--- config.mk ---
export PLATFORM = sky130hd
export DESIGN_NAME = cacheline_arbiter_flat
export DESIGN_NICKNAME = d
export VERILOG_FILES = /design/src/rtl/cacheline_arb_pkg.sv /design/src/rtl/cacheline_arbiter_if.sv /design/src/rtl/arb_watchdog.sv /design/src/rtl/cacheline_arbiter.sv /design/src/flat_wrapper.sv
export SDC_FILE = /design/constraint.sdc
export NUM_CORES = 1
export LEC_CHECK = 0
export CAP_MARGIN = 10
export CORE_AREA = 5 5 534 536
export CTS_BUF_LIST = sky130_fd_sc_hd__clkbuf_16
export DETAILED_ROUTE_END_ITERATION = 8
export DIE_AREA = 0 0 539 541
export SETUP_SLACK_MARGIN = 0.4
export SKIP_CTS_REPAIR_TIMING = 1
export SLEW_MARGIN = 20
export SYNTH_ARGS = -nofsm -noshare
export SYNTH_HDL_FRONTEND = slang
export SYNTH_SLANG_ARGS = --single-unit
export TNS_END_PERCENT = 20
--- constraint.sdc ---
create_clock -name clk -period 2.28 [get_ports clk]
set_input_delay 0.456 -clock clk [delete_from_list [all_inputs] [get_ports clk]]
set_output_delay 0.456 -clock clk [all_outputs]
set_load 0.005 [all_outputs]
--- src/rtl/cacheline_arb_pkg.sv ---
// Shared types and constants for the two-port cacheline arbiter.
// Holds the FSM state and grant-side enums, the bus widths, and a line-align helper.
// Optional round-robin arbitration is selected by the CACHELINE_ARB_RR_EN macro (see cacheline_arbiter).
package cacheline_arb_pkg;

    localparam int LINE_W = 256;
    localparam int ADDR_W = 32;

    typedef enum logic [1:0] {
        IDLE    = 2'd0,
        GRANT_I = 2'd1,
        GRANT_D = 2'd2,
        DONE    = 2'd3
    } arb_state_e;

    typedef enum logic {
        SIDE_I = 1'b0,
        SIDE_D = 1'b1
    } side_e;

    // Clear the low 'off' bits so memory always sees a line-aligned address.
    function automatic logic [ADDR_W-1:0] line_align(input logic [ADDR_W-1:0] addr,
                                                     input int                off);
        logic [ADDR_W-1:0] mask;
        mask = '1 << off;
        return addr & mask;
    endfunction

endpackage

--- src/rtl/cacheline_arbiter_if.sv ---
// Bundle of the I-cache, D-cache and physical-memory signals around the arbiter.
// Ports: i_* (I-side read), d_* (D-side read/write), pmem_* (memory side), arb_error.
// slave = arbiter view, master = environment view (caches + memory); CACHELINE_ARB_RR_EN does not change it.
interface cacheline_arbiter_if;
    import cacheline_arb_pkg::*;

    logic              i_read;
    logic [ADDR_W-1:0] i_address;
    logic [LINE_W-1:0] i_rdata;
    logic              i_resp;

    logic              d_read;
    logic              d_write;
    logic [ADDR_W-1:0] d_address;
    logic [LINE_W-1:0] d_wdata;
    logic [LINE_W-1:0] d_rdata;
    logic              d_resp;

    logic              pmem_read;
    logic              pmem_write;
    logic [ADDR_W-1:0] pmem_address;
    logic [LINE_W-1:0] pmem_wdata;
    logic [LINE_W-1:0] pmem_rdata;
    logic              pmem_resp;
    logic              pmem_error;

    logic              arb_error;

    modport slave (
        input  i_read, i_address, d_read, d_write, d_address, d_wdata,
               pmem_rdata, pmem_resp, pmem_error,
        output i_rdata, i_resp, d_rdata, d_resp,
               pmem_read, pmem_write, pmem_address, pmem_wdata, arb_error
    );

    modport master (
        output i_read, i_address, d_read, d_write, d_address, d_wdata,
               pmem_rdata, pmem_resp, pmem_error,
        input  i_rdata, i_resp, d_rdata, d_resp,
               pmem_read, pmem_write, pmem_address, pmem_wdata, arb_error
    );

endinterface

--- src/rtl/arb_watchdog.sv ---
// Counts grant cycles and flags a transaction that has waited TIMEOUT cycles for memory.
// Ports: clk, rst (sync, active-high), start (clear on grant), busy (in GRANT_x), expired (comb).
// expired is high during the TIMEOUT-th busy cycle so the FSM leaves on that edge.
module arb_watchdog #(
    parameter int TIMEOUT = 1023
) (
    input  logic clk,
    input  logic rst,
    input  logic start,
    input  logic busy,
    output logic expired
);

    localparam int            CW    = (TIMEOUT < 2) ? 1 : $clog2(TIMEOUT + 1);
    localparam logic [CW-1:0] LIMIT = CW'(TIMEOUT - 1);

    logic [CW-1:0] r_cnt;

    // r_cnt holds (grant cycles elapsed - 1) during a grant; saturates at LIMIT.
    always_ff @(posedge clk) begin
        if (rst) begin
            r_cnt <= '0;
        end else if (start) begin
            r_cnt <= '0;
        end else if (busy && !expired) begin
            r_cnt <= r_cnt + 1'b1;
        end
    end

    assign expired = busy && (r_cnt == LIMIT);

endmodule

--- src/rtl/cacheline_arbiter.sv ---
// Arbitrates one 256-bit physical memory port between I-cache reads and D-cache reads/writes.
// Ports: clk, rst (sync, active-high), bus (cacheline_arbiter_if.slave). Params TIMEOUT, OFFSET.
// Grant 1 cycle after request, resp passes through combinationally, then DONE + IDLE turnaround; CACHELINE_ARB_RR_EN selects round-robin ties.
module cacheline_arbiter
    import cacheline_arb_pkg::*;
#(
    parameter int TIMEOUT = 1023,
    parameter int OFFSET  = 5
) (
    input  logic                clk,
    input  logic                rst,
    cacheline_arbiter_if.slave  bus
);

    arb_state_e        r_state;
    logic              r_pmem_read;
    logic              r_pmem_write;
    logic [ADDR_W-1:0] r_pmem_address;
    logic [LINE_W-1:0] r_pmem_wdata;
    logic              r_arb_error;

    logic  w_i_req;
    logic  w_d_req;
    logic  w_start;
    logic  w_busy;
    logic  w_expired;
    side_e w_win;

`ifdef CACHELINE_ARB_RR_EN
    side_e r_last_grant;
`endif

    assign w_i_req = bus.i_read;
    assign w_d_req = bus.d_read | bus.d_write;
    assign w_start = (r_state == IDLE) && (w_i_req || w_d_req);
    assign w_busy  = (r_state == GRANT_I) || (r_state == GRANT_D);

    // D wins ties unless round-robin is enabled and D was granted last.
    always_comb begin
        w_win = SIDE_D;
        if (w_i_req && !w_d_req) begin
            w_win = SIDE_I;
        end
`ifdef CACHELINE_ARB_RR_EN
        else if (w_i_req && w_d_req && (r_last_grant == SIDE_D)) begin
            w_win = SIDE_I;
        end
`endif
    end

    arb_watchdog #(.TIMEOUT(TIMEOUT)) u_watchdog (
        .clk     (clk),
        .rst     (rst),
        .start   (w_start),
        .busy    (w_busy),
        .expired (w_expired)
    );

    always_ff @(posedge clk) begin
        if (rst) begin
            r_state        <= IDLE;
            r_pmem_read    <= 1'b0;
            r_pmem_write   <= 1'b0;
            r_pmem_address <= '0;
            r_pmem_wdata   <= '0;
            r_arb_error    <= 1'b0;
`ifdef CACHELINE_ARB_RR_EN
            r_last_grant   <= SIDE_I;
`endif
        end else begin
            // A response arriving in the expiry cycle still completes normally.
            r_arb_error <= r_arb_error | bus.pmem_error | (w_expired & ~bus.pmem_resp);
            case (r_state)
                IDLE: begin
                    if (w_start) begin
                        if (w_win == SIDE_D) begin
                            r_state        <= GRANT_D;
                            // read+write together is a write
                            r_pmem_write   <= bus.d_write;
                            r_pmem_read    <= ~bus.d_write;
                            r_pmem_address <= line_align(bus.d_address, OFFSET);
                            r_pmem_wdata   <= bus.d_wdata;
                        end else begin
                            r_state        <= GRANT_I;
                            r_pmem_write   <= 1'b0;
                            r_pmem_read    <= 1'b1;
                            r_pmem_address <= line_align(bus.i_address, OFFSET);
                        end
`ifdef CACHELINE_ARB_RR_EN
                        r_last_grant <= w_win;
`endif
                    end
                end
                GRANT_I, GRANT_D: begin
                    if (bus.pmem_resp || w_expired) begin
                        r_state      <= DONE;
                        r_pmem_read  <= 1'b0;
                        r_pmem_write <= 1'b0;
                    end
                end
                DONE: begin
                    r_state <= IDLE;
                end
                default: begin
                    r_state <= IDLE;
                end
            endcase
        end
    end

    assign bus.pmem_read    = r_pmem_read;
    assign bus.pmem_write   = r_pmem_write;
    assign bus.pmem_address = r_pmem_address;
    assign bus.pmem_wdata   = r_pmem_wdata;
    assign bus.arb_error    = r_arb_error;

    // Read data is shared; only the matching resp qualifies it.
    assign bus.i_rdata = bus.pmem_rdata;
    assign bus.d_rdata = bus.pmem_rdata;
    // A reset in the final grant cycle cancels the response.
    assign bus.i_resp  = (r_state == GRANT_I) && bus.pmem_resp && !rst;
    assign bus.d_resp  = (r_state == GRANT_D) && bus.pmem_resp && !rst;

endmodule

--- src/flat_wrapper.sv ---
// flat-port wrapper written by rule: the top's interface ports become plain ports
module cacheline_arbiter_flat import cacheline_arb_pkg::*;
#(
    parameter int TIMEOUT = 1023,
    parameter int OFFSET  = 5
)
  (clk, rst, bus_i_read, bus_i_address, bus_d_read, bus_d_write, bus_d_address, bus_d_wdata, bus_pmem_rdata, bus_pmem_resp, bus_pmem_error, bus_i_rdata, bus_i_resp, bus_d_rdata, bus_d_resp, bus_pmem_read, bus_pmem_write, bus_pmem_address, bus_pmem_wdata, bus_arb_error);
  cacheline_arbiter_if bus_i ();
  input  logic clk;
  input  logic rst;
  input wire logic [$bits(bus_i.i_read)-1:0] bus_i_read;
  input wire logic [$bits(bus_i.i_address)-1:0] bus_i_address;
  input wire logic [$bits(bus_i.d_read)-1:0] bus_d_read;
  input wire logic [$bits(bus_i.d_write)-1:0] bus_d_write;
  input wire logic [$bits(bus_i.d_address)-1:0] bus_d_address;
  input wire logic [$bits(bus_i.d_wdata)-1:0] bus_d_wdata;
  input wire logic [$bits(bus_i.pmem_rdata)-1:0] bus_pmem_rdata;
  input wire logic [$bits(bus_i.pmem_resp)-1:0] bus_pmem_resp;
  input wire logic [$bits(bus_i.pmem_error)-1:0] bus_pmem_error;
  output wire logic [$bits(bus_i.i_rdata)-1:0] bus_i_rdata;
  output wire logic [$bits(bus_i.i_resp)-1:0] bus_i_resp;
  output wire logic [$bits(bus_i.d_rdata)-1:0] bus_d_rdata;
  output wire logic [$bits(bus_i.d_resp)-1:0] bus_d_resp;
  output wire logic [$bits(bus_i.pmem_read)-1:0] bus_pmem_read;
  output wire logic [$bits(bus_i.pmem_write)-1:0] bus_pmem_write;
  output wire logic [$bits(bus_i.pmem_address)-1:0] bus_pmem_address;
  output wire logic [$bits(bus_i.pmem_wdata)-1:0] bus_pmem_wdata;
  output wire logic [$bits(bus_i.arb_error)-1:0] bus_arb_error;
  assign bus_i.i_read = bus_i_read;
  assign bus_i.i_address = bus_i_address;
  assign bus_i.d_read = bus_d_read;
  assign bus_i.d_write = bus_d_write;
  assign bus_i.d_address = bus_d_address;
  assign bus_i.d_wdata = bus_d_wdata;
  assign bus_i.pmem_rdata = bus_pmem_rdata;
  assign bus_i.pmem_resp = bus_pmem_resp;
  assign bus_i.pmem_error = bus_pmem_error;
  assign bus_i_rdata = bus_i.i_rdata;
  assign bus_i_resp = bus_i.i_resp;
  assign bus_d_rdata = bus_i.d_rdata;
  assign bus_d_resp = bus_i.d_resp;
  assign bus_pmem_read = bus_i.pmem_read;
  assign bus_pmem_write = bus_i.pmem_write;
  assign bus_pmem_address = bus_i.pmem_address;
  assign bus_pmem_wdata = bus_i.pmem_wdata;
  assign bus_arb_error = bus_i.arb_error;
  cacheline_arbiter #(.TIMEOUT(TIMEOUT), .OFFSET(OFFSET)) u_core (.clk(clk), .rst(rst), .bus(bus_i));
endmodule
==> results of run 1 <==
-- cell type report --
cell class                 count  area share (%)
sequential                   298           26.04
clock inverter                36           1.546
tap                         3743           20.44
multi-input combinational    936           18.97
antenna                        6         0.06554
inverter                       4         0.06554
timing repair buffer         656           28.17
clock buffer                  43           4.697
-- stage by stage --
step	area, um^2	hold WS (ns)	utilization, %
after global routing	22900	0.05266	8.169
final	22910	0.09777	8.172
after global placement	21710	0.4416	7.744
after floorplan	14630	0.4527	-
after CTS	23140	0.03573	8.254
after detailed placement	21710	0.4453	7.744
-- kinds of logic after synthesis --
kind of cell | after synthesis
buffers and inverters | 622
multiplexers | 28
AO/OA/AOI/OAI | 310
other | 1
XOR/XNOR | 2
adder cells (fa/ha/maj) | 5
AND/OR/NAND/NOR | 586
flip-flops | 298
-- state kept, by name, indices dropped and copies added (netlist names) --
register	cells
u_core.bus.pmem_wdata	256
u_core.bus.pmem_address	27
u_core.u_watchdog.r_cnt	10
u_core.r_state	2
u_core.bus.arb_error	1
u_core.bus.pmem_read	1
u_core.bus.pmem_write	1
-- Yosys cell counts (3+ instances only) --
master	n
buf_4	518
nand2_1	516
dfxtp_1	298
a21oi_1	264
clkbuf_1	53
nor2_1	39
buf_2	34
a211oi_1	30
mux2i_1	28
buf_1	10
o21ai_0	6
ha_1	5
nor3_1	5
inv_1	4
buf_6	3
nand3_1	3
o31ai_1	3
-- power by group --
part / leakage, nW / switching [mW] / total [mW] / internal [mW]
clock: 0.715 / 3.10 / 7.14 / 4.04
combinational: 4.41 / 5.69 / 9.85 / 4.17
sequential: 2.46 / 0.786 / 7.26 / 6.47
total: 7.58 / 9.58 / 24.3 / 14.7
-- per-layer routing --
metal / wire length [um] / part of all wire (%)
met1: 35570 / 22
met2: 65050 / 40
met3: 51960 / 32
met4: 9710 / 6.0
met5: 110 / 0.068
-- worst min path at each step --
stage | from | to | depth (start not counted)
final | rst | u_core.bus.pmem_wdata[0]$_SDFFE_PP0P_ | 2
after global routing | rst | u_core.bus.pmem_wdata[0]$_SDFFE_PP0P_ | 2
after CTS | rst | u_core.bus.pmem_wdata[0]$_SDFFE_PP0P_ | 2
after detailed placement | u_core.bus.pmem_wdata[25]$_SDFFE_PP0P_ | u_core.bus.pmem_wdata[25]$_SDFFE_PP0P_ | 2
after global placement | u_core.bus.pmem_wdata[99]$_SDFFE_PP0P_ | u_core.bus.pmem_wdata[99]$_SDFFE_PP0P_ | 2
after floorplan | u_core.bus.pmem_wdata[0]$_SDFFE_PP0P_ | u_core.bus.pmem_wdata[0]$_SDFFE_PP0P_ | 2
==> run summary, run 1 <==
Cell Chain, Critical Path: clkdlybuf4s50_1
Worst IR Drop VDD: 0.7584 mV
actual slew at the worst max-slew pin: 0.7758 ns
commonest non-fill, non-tap cell in the layout: clkdlybuf4s50_1
Filler cells: 32810
ys async rst share: 0%
GR met2 Demand/Resource: 14.96%
EDFF count, synth: 0
first-pass GRT wire length: 190300 um
Initial Util: 5.213%
Synth Area in Adders: 0.4280%
CTS Buf Count: 43
CP startpoint: u_core.bus.pmem_wdata[144]$_SDFFE_PP0P_
Fin. Hold Viols: 0
most frequent cells in the layout: clkdlybuf4s50_1 (521), nand2_1 (516), dfxtp_1 (298), a21oi_1 (264), clkbuf_2 (56)
GR Util met3: 15.52%
post-synthesis xor/xnor area fraction: 0.1199%
fmax: 0.4502 GHz
GR Overflow Total: 0
Vias: 12825
DIE AREA: 0.2916 mm^2
Yosys reg bits: 298
Post-synth top flop: dfxtp_1
RSZ-0062 raised after global routing: yes
pre-CTS WS: -0.01959 ns
Die Span Y: 541 um
initial antenna violation count: 37
M1 GR Usage: 6.854%
synthesized cell area: 0.01462 mm^2
area leader, netlist: dfxtp_1
fin. max-slew vios: 0
drt drc: 0
dpl hpwl: 146100 um
crit path capture type: output port
wire length per cell: 28.38 um
FF+latch area: 0.005966 mm^2
Setup Viol. Count Final: 0
router iterations before antenna repair: 5
maximum clock path buffer count: 3
layout net count: 2527
CTS tree: done
Synth-to-Final Area Change: 56.75%
max-cap viol count: 0
relative slew slack: 48.28%
IO Pins: 1388
outcome: finished clean
Clk pin slew, worst setup/hold paths: 0.08 ns
Max FO, Critical Path: 2
Reg2Reg Launch Point: u_core.r_state[0]$_SDFFE_PP0P_
Root Driver: clkbuf_16
CP max stage cell: clkdlybuf4s50_1
Multi-input gate area: 0.004347 mm^2
core area: 0.2803 mm^2
non-filler cells, final: 5722
power consumption: 24.25 mW
total wire length: 162400 um
YS warnings: 0
RR Endpoint: u_core.u_watchdog.r_cnt[5]$_SDFFE_PP0P_
clk_lat worst skew: 0.66 ns
GPL Wtd Cong: 0.9410
Buf/Inv on CP: 1
H-tree depth: 2
largest family of logic cells by synthesized area: buffers and inverters
Pwr Density: 1059 mW/mm^2
worst path required time: 1.82 ns
share of layout cells above drive strength 1: 10.04%
largest net degree at the start of global routing: 140
GR Util All Layers: 10.59%
clock skew: 0.01519 ns
clk sink count: 298
cell class contributing the biggest share of worst-path delay: buffers and inverters
port bufs: 604
compound-cell area share of the yosys netlist: 11.30%
syn_area_per_cell: 7.892 um^2
Worst Reg-to-Reg Cells: 6
slowest stage delay, CP: 0.77 ns
Vias/cell: 2.241
Post-Place Cells: 5637
Yosys top cell area share: 40.82%
vias in the first global route: 12306
flop2flop setup slack: 0.45 ns
largest cells by area after synthesis: dfxtp_1 (41%), buf_4 (27%), nand2_1 (13%)
FP Rows: 195
mux cell area share after synthesis: 1.918%
setup ws final: 0.05899 ns
grt peak-use layer: met3
Synth cell types: 42
die width: 539 um
Period minus WS final: 2.221 ns
Levels on crit path: 1
Final ANT Viol Nets: 0
Post-Synthesis Cells: 1852
Worst setup SP type: flop
critical path capture point: bus_pmem_wdata[144]
final critical-path share of the clock period: 97.41%
register area share after synthesis: 40.82%
static leakage: 7.579 nW
path category of the worst min-delay check: in -> reg
Simple-Gate Fraction of Synth Area: 15.67%
DRT iter0 DRCs: 986
Arrival @ worst endpoint: 1.77 ns
Setup CP Type: reg -> out
TNS Setup: 0 ns
No activity file was read; power rests on OpenSTA's default activity.
==> inputs of run 2 (changes only) <==
--- a/config.mk
+++ b/config.mk
@@ -9,3 +9,2 @@
 export CORE_AREA = 5 5 534 536
-export CTS_BUF_LIST = sky130_fd_sc_hd__clkbuf_16
 export DETAILED_ROUTE_END_ITERATION = 8
==> constraint.sdc (replaced) <==
create_clock -name clk -period 2.28 [get_ports clk]
set_input_delay 0.342 -clock clk [delete_from_list [all_inputs] [get_ports clk]]
set_output_delay 0.342 -clock clk [all_outputs]
set_load 0.005 [all_outputs]
==> run 2 against run 1 <==
  * Combinational power is 5% higher
  * Wire length down 0.21%
  * Worst hold slack lost 0.045 ns
  * Critical path type unchanged
  * Count of clock-buffer cells in the layout up 10
  * Final cell count barely moved
  * Worst setup slack improved by 0.12 ns
  * Sequential share of layout area decreased by 0.54 points
==> run summary, run 2 (same netlist as run 1, synthesis figures left out) <==
outcome: finished clean
final critical-path share of the clock period: 92.05%
actual slew at the worst max-slew pin: 0.7823 ns
core area: 0.2803 mm^2
Max FO, Critical Path: 2
RSZ-0062 raised after global routing: yes
FP Rows: 195
wire length per cell: 28.31 um
Root Driver: clkbuf_16
Buf/Inv on CP: 1
Clk pin slew, worst setup/hold paths: 0.07 ns
crit path capture type: output port
clock skew: 0.03834 ns
fin. max-slew vios: 0
worst path required time: 1.94 ns
clk_lat worst skew: 0.64 ns
Largest register FFs: 256
Vias/cell: 2.221
max-cap viol count: 0
die width: 539 um
CTS Buf Count: 40
maximum clock path buffer count: 3
commonest non-fill, non-tap cell in the layout: clkdlybuf4s50_1
vias in the first global route: 12420
Worst IR Drop VDD: 0.6014 mV
fmax: 0.4765 GHz
Synth-to-Final Area Change: 60.07%
Arrival @ worst endpoint: 1.76 ns
path category of the worst min-delay check: in -> reg
Die Span Y: 541 um
static leakage: 8.051 nW
drt drc: 0
power consumption: 24.73 mW
WL met2: 63380 um
DP Area: 0.02186 mm^2
CTS tree: done
Fin. Hold Viols: 0
GPL Wtd Cong: 0.9583
Final ANT Viol Nets: 0
share of layout cells above drive strength 1: 7.992%
relative slew slack: 47.84%
port bufs: 604
dpl hpwl: 146100 um
IO Pins: 1388
Vias: 12715
Cell Chain, Critical Path: clkdlybuf4s50_1
GR Util All Layers: 10.55%
final instance area: 0.02339 mm^2
layout net count: 2534
initial antenna violation count: 33
Reg2Reg Launch Point: u_core.r_state[1]$_SDFFE_PP0P_
HP Start: rst
Worst setup SP type: flop
GR Overflow Total: 0
Initial Util: 5.213%
Max Used Layer: met5
largest net degree at the start of global routing: 148
CP max stage cell: clkdlybuf4s50_1
cell class contributing the biggest share of worst-path delay: buffers and inverters
H-tree depth: 2
met1 WL: 35750 um
setup ws final: 0.1814 ns
clk sink count: 298
Setup CP Type: reg -> out
Setup Viol. Count Final: 0
slowest stage delay, CP: 0.75 ns
first-pass GRT wire length: 189600 um
DRT iter0 DRCs: 945
CP startpoint: u_core.bus.pmem_wdata[218]$_SDFFE_PP0P_
Pwr Density: 1057 mW/mm^2
pre-CTS WS: 0.1704 ns
wire length on met3: 52350 um
most frequent cells in the layout: clkdlybuf4s50_1 (545), nand2_1 (516), dfxtp_1 (298), a21oi_1 (264), dlymetal6s2s_1 (43)
DIE AREA: 0.2916 mm^2
router iterations before antenna repair: 5
total wire length: 162100 um
Period minus WS final: 2.099 ns
==> run 2: worst paths after layout <==
path	depth (start not counted)	slack, ns	endpoint
setup / recovery	1	0.18	bus_pmem_wdata[218]
hold / removal	2	0.05	u_core.bus.pmem_wdata[7]$_SDFFE_PP0P_
setup reg to reg	6	0.37	u_core.u_watchdog.r_cnt[5]$_SDFFE_PP0P_
hold reg to reg	2	0.45	u_core.bus.pmem_wdata[127]$_SDFFE_PP0P_
==> run 2: area by class of cell <==
class                           count  area (um^2)
Inverter                            4        15.01
Antenna cell                        5        12.51
Timing Repair Buffer              666         6919
Clock inverter                     20        282.8
Clock buffer                       53         1171
Sequential cell                   298         5966
Multi-Input combinational cell    936         4345
Tap cell                         3743         4683
Fill cell                       32746       256900
==> run 2: power by group <==
part,switching (mW),total (mW),internal [mW]
registers,0.801,7.27,6.47
logic,5.81,10.3,4.49
clock network,2.86,7.16,4.31
total,9.47,24.7,15.3
==> run 2: stage by stage <==
step           hold WS (ns)  utilization (%)  instances  setup TNS, ns
4_1_cts             0.02363            8.315       5720       -0.06241
6_report            0.05234            8.345       5725              0
5_1_grt             0.03245            8.343       5723              0
3_5_place_dp         0.4453            7.796       5647              0
2_1_floorplan        0.4527                -       1856              0
3_3_place_gp         0.4416            7.796       5647              0
==> run 2: routing by layer <==
layer  up-vias  GRT usage [%]
met4         6          5.956
met1      5542          6.959
met5         -              0
li1       5606              -
met3       426          15.34
met2      1135          14.63
==> variant, RTL diff (flow settings as in run 2) <==
Build with the macro `CACHELINE_ARB_RR_EN` defined.
--- a/src/rtl/cacheline_arbiter.sv
+++ b/src/rtl/cacheline_arbiter.sv
@@ -1,6 +1,8 @@
 // Arbitrates one 256-bit physical memory port between I-cache reads and D-cache reads/writes.
 // Ports: clk, rst (sync, active-high), bus (cacheline_arbiter_if.slave). Params TIMEOUT, OFFSET.
 // Grant 1 cycle after request, resp passes through combinationally, then DONE + IDLE turnaround; CACHELINE_ARB_RR_EN selects round-robin ties.
+`define CACHELINE_ARB_RR_EN
+
 module cacheline_arbiter
     import cacheline_arb_pkg::*;
 #(
Check against the original RTL: not settled (the Yosys comparison gave no result); the edit may change what the design does.
==> variant against run 2 <==
Fmax fell by 0.91%; power rose by 1.7%; sequential share of layout area grew 0.26 points; register-to-register slack lost 0.02 ns; design area decreased by 0.68%; synthesized cell count up 0.32%; area after synthesis is essentially flat; first-iteration DRC count decreased by 3.6%; wire length grew 3.9%; clock power rose by 4.6%; die area unchanged; global-route usage up 0.44 points; worst setup slack got worse by 0.019 ns; sequential cell count grew 1; largest cell class unchanged.
==> variant: results <==
run_status:
  status: "finished clean"
setup_path:
  cp.arrival_ns: 1.78
  slowest_delay_ns: 0.33
  crit_slowest_cell: "dfxtp_1"
final_layout:
  drive_gt1_share_pct: 8.22
  clkCellAreaFrac_pct: 6.55
  signal_buffer_area_fraction_pct: 28.6
  n_all_buffers: 651
  finalNetCount: 2526
  nFillCells: 32800
  utilization_pct: 8.29
  multi_input_area_share_pct: 18.7
  clkbuf_count: 56
  nFlopsAndLatches: 299
  seq_share_pct: 25.8
  nNonClkInverters: 6
  nMultiInputCombCells: 937
sta:
  worst_pin_slew_ns: 0.842
  fin_skew_ns: 0.0195
cts:
  clk_latency_ns: 0.66
placed_design:
  dp.cells: 5635
  hpwlAfterDp_um: 151000
  gp_congestion: 0.938
  pre_cts_ws_ns: 0.0991
power_and_ir_drop:
  powerDensity_nw_per_um2: 1080
  power_switching_mw: 9.96
route:
  wire_per_inst_um: 29.4
  dr_wl_met3_um: 54300
synth:
  synth_commonest_cells: "nand2_1 (520), buf_4 (517), dfxtp_1 (299)"
  synth_compound_area_share_pct: 11.2
  synth_cell_types: 36
  syn-cell-area_um2: 14600
  ys_seq_area_share_pct: 40.9
  synth.avg_cell_area_um2: 7.87
  synth.area.mux_share_pct: 1.99
global_routing:
  gr-usage-met2_pct: 15.4
  grt_pass1_wl_um: 196000
  grt.total_usage_pct: 11.0
[variant: cell types whose count changed in the layout (fill, tap and decap cells not counted), moves of 3 or more]
cell / run 2 / this run
clkbuf_1: 2 / 5
and4_1: 1 / 5
buf_4: 42 / 27
a21oi_1: 264 / 261
nor3_1: 5 / 2
dlymetal6s2s_1: 43 / 56
diode_2: 5 / 10
clkbuf_2: 7 / 32
buf_12: 28 / 21
nand2_1: 516 / 519
clkdlybuf4s50_1: 545 / 512
[variant: path summary, 6_finish.rpt]
kind                                   from                          to  slack, ns  cells past startpoint
hold / removal                          rst           u_core.r_state[0]       0.06                      3
hold reg to reg   u_core.bus.pmem_wdata[96]   u_core.bus.pmem_wdata[96]       0.45                      2
setup reg to reg          u_core.r_state[0]  u_core.bus.pmem_wdata[104]       0.35                      8
setup / recovery          u_core.r_state[1]                  bus_i_resp       0.16                      5
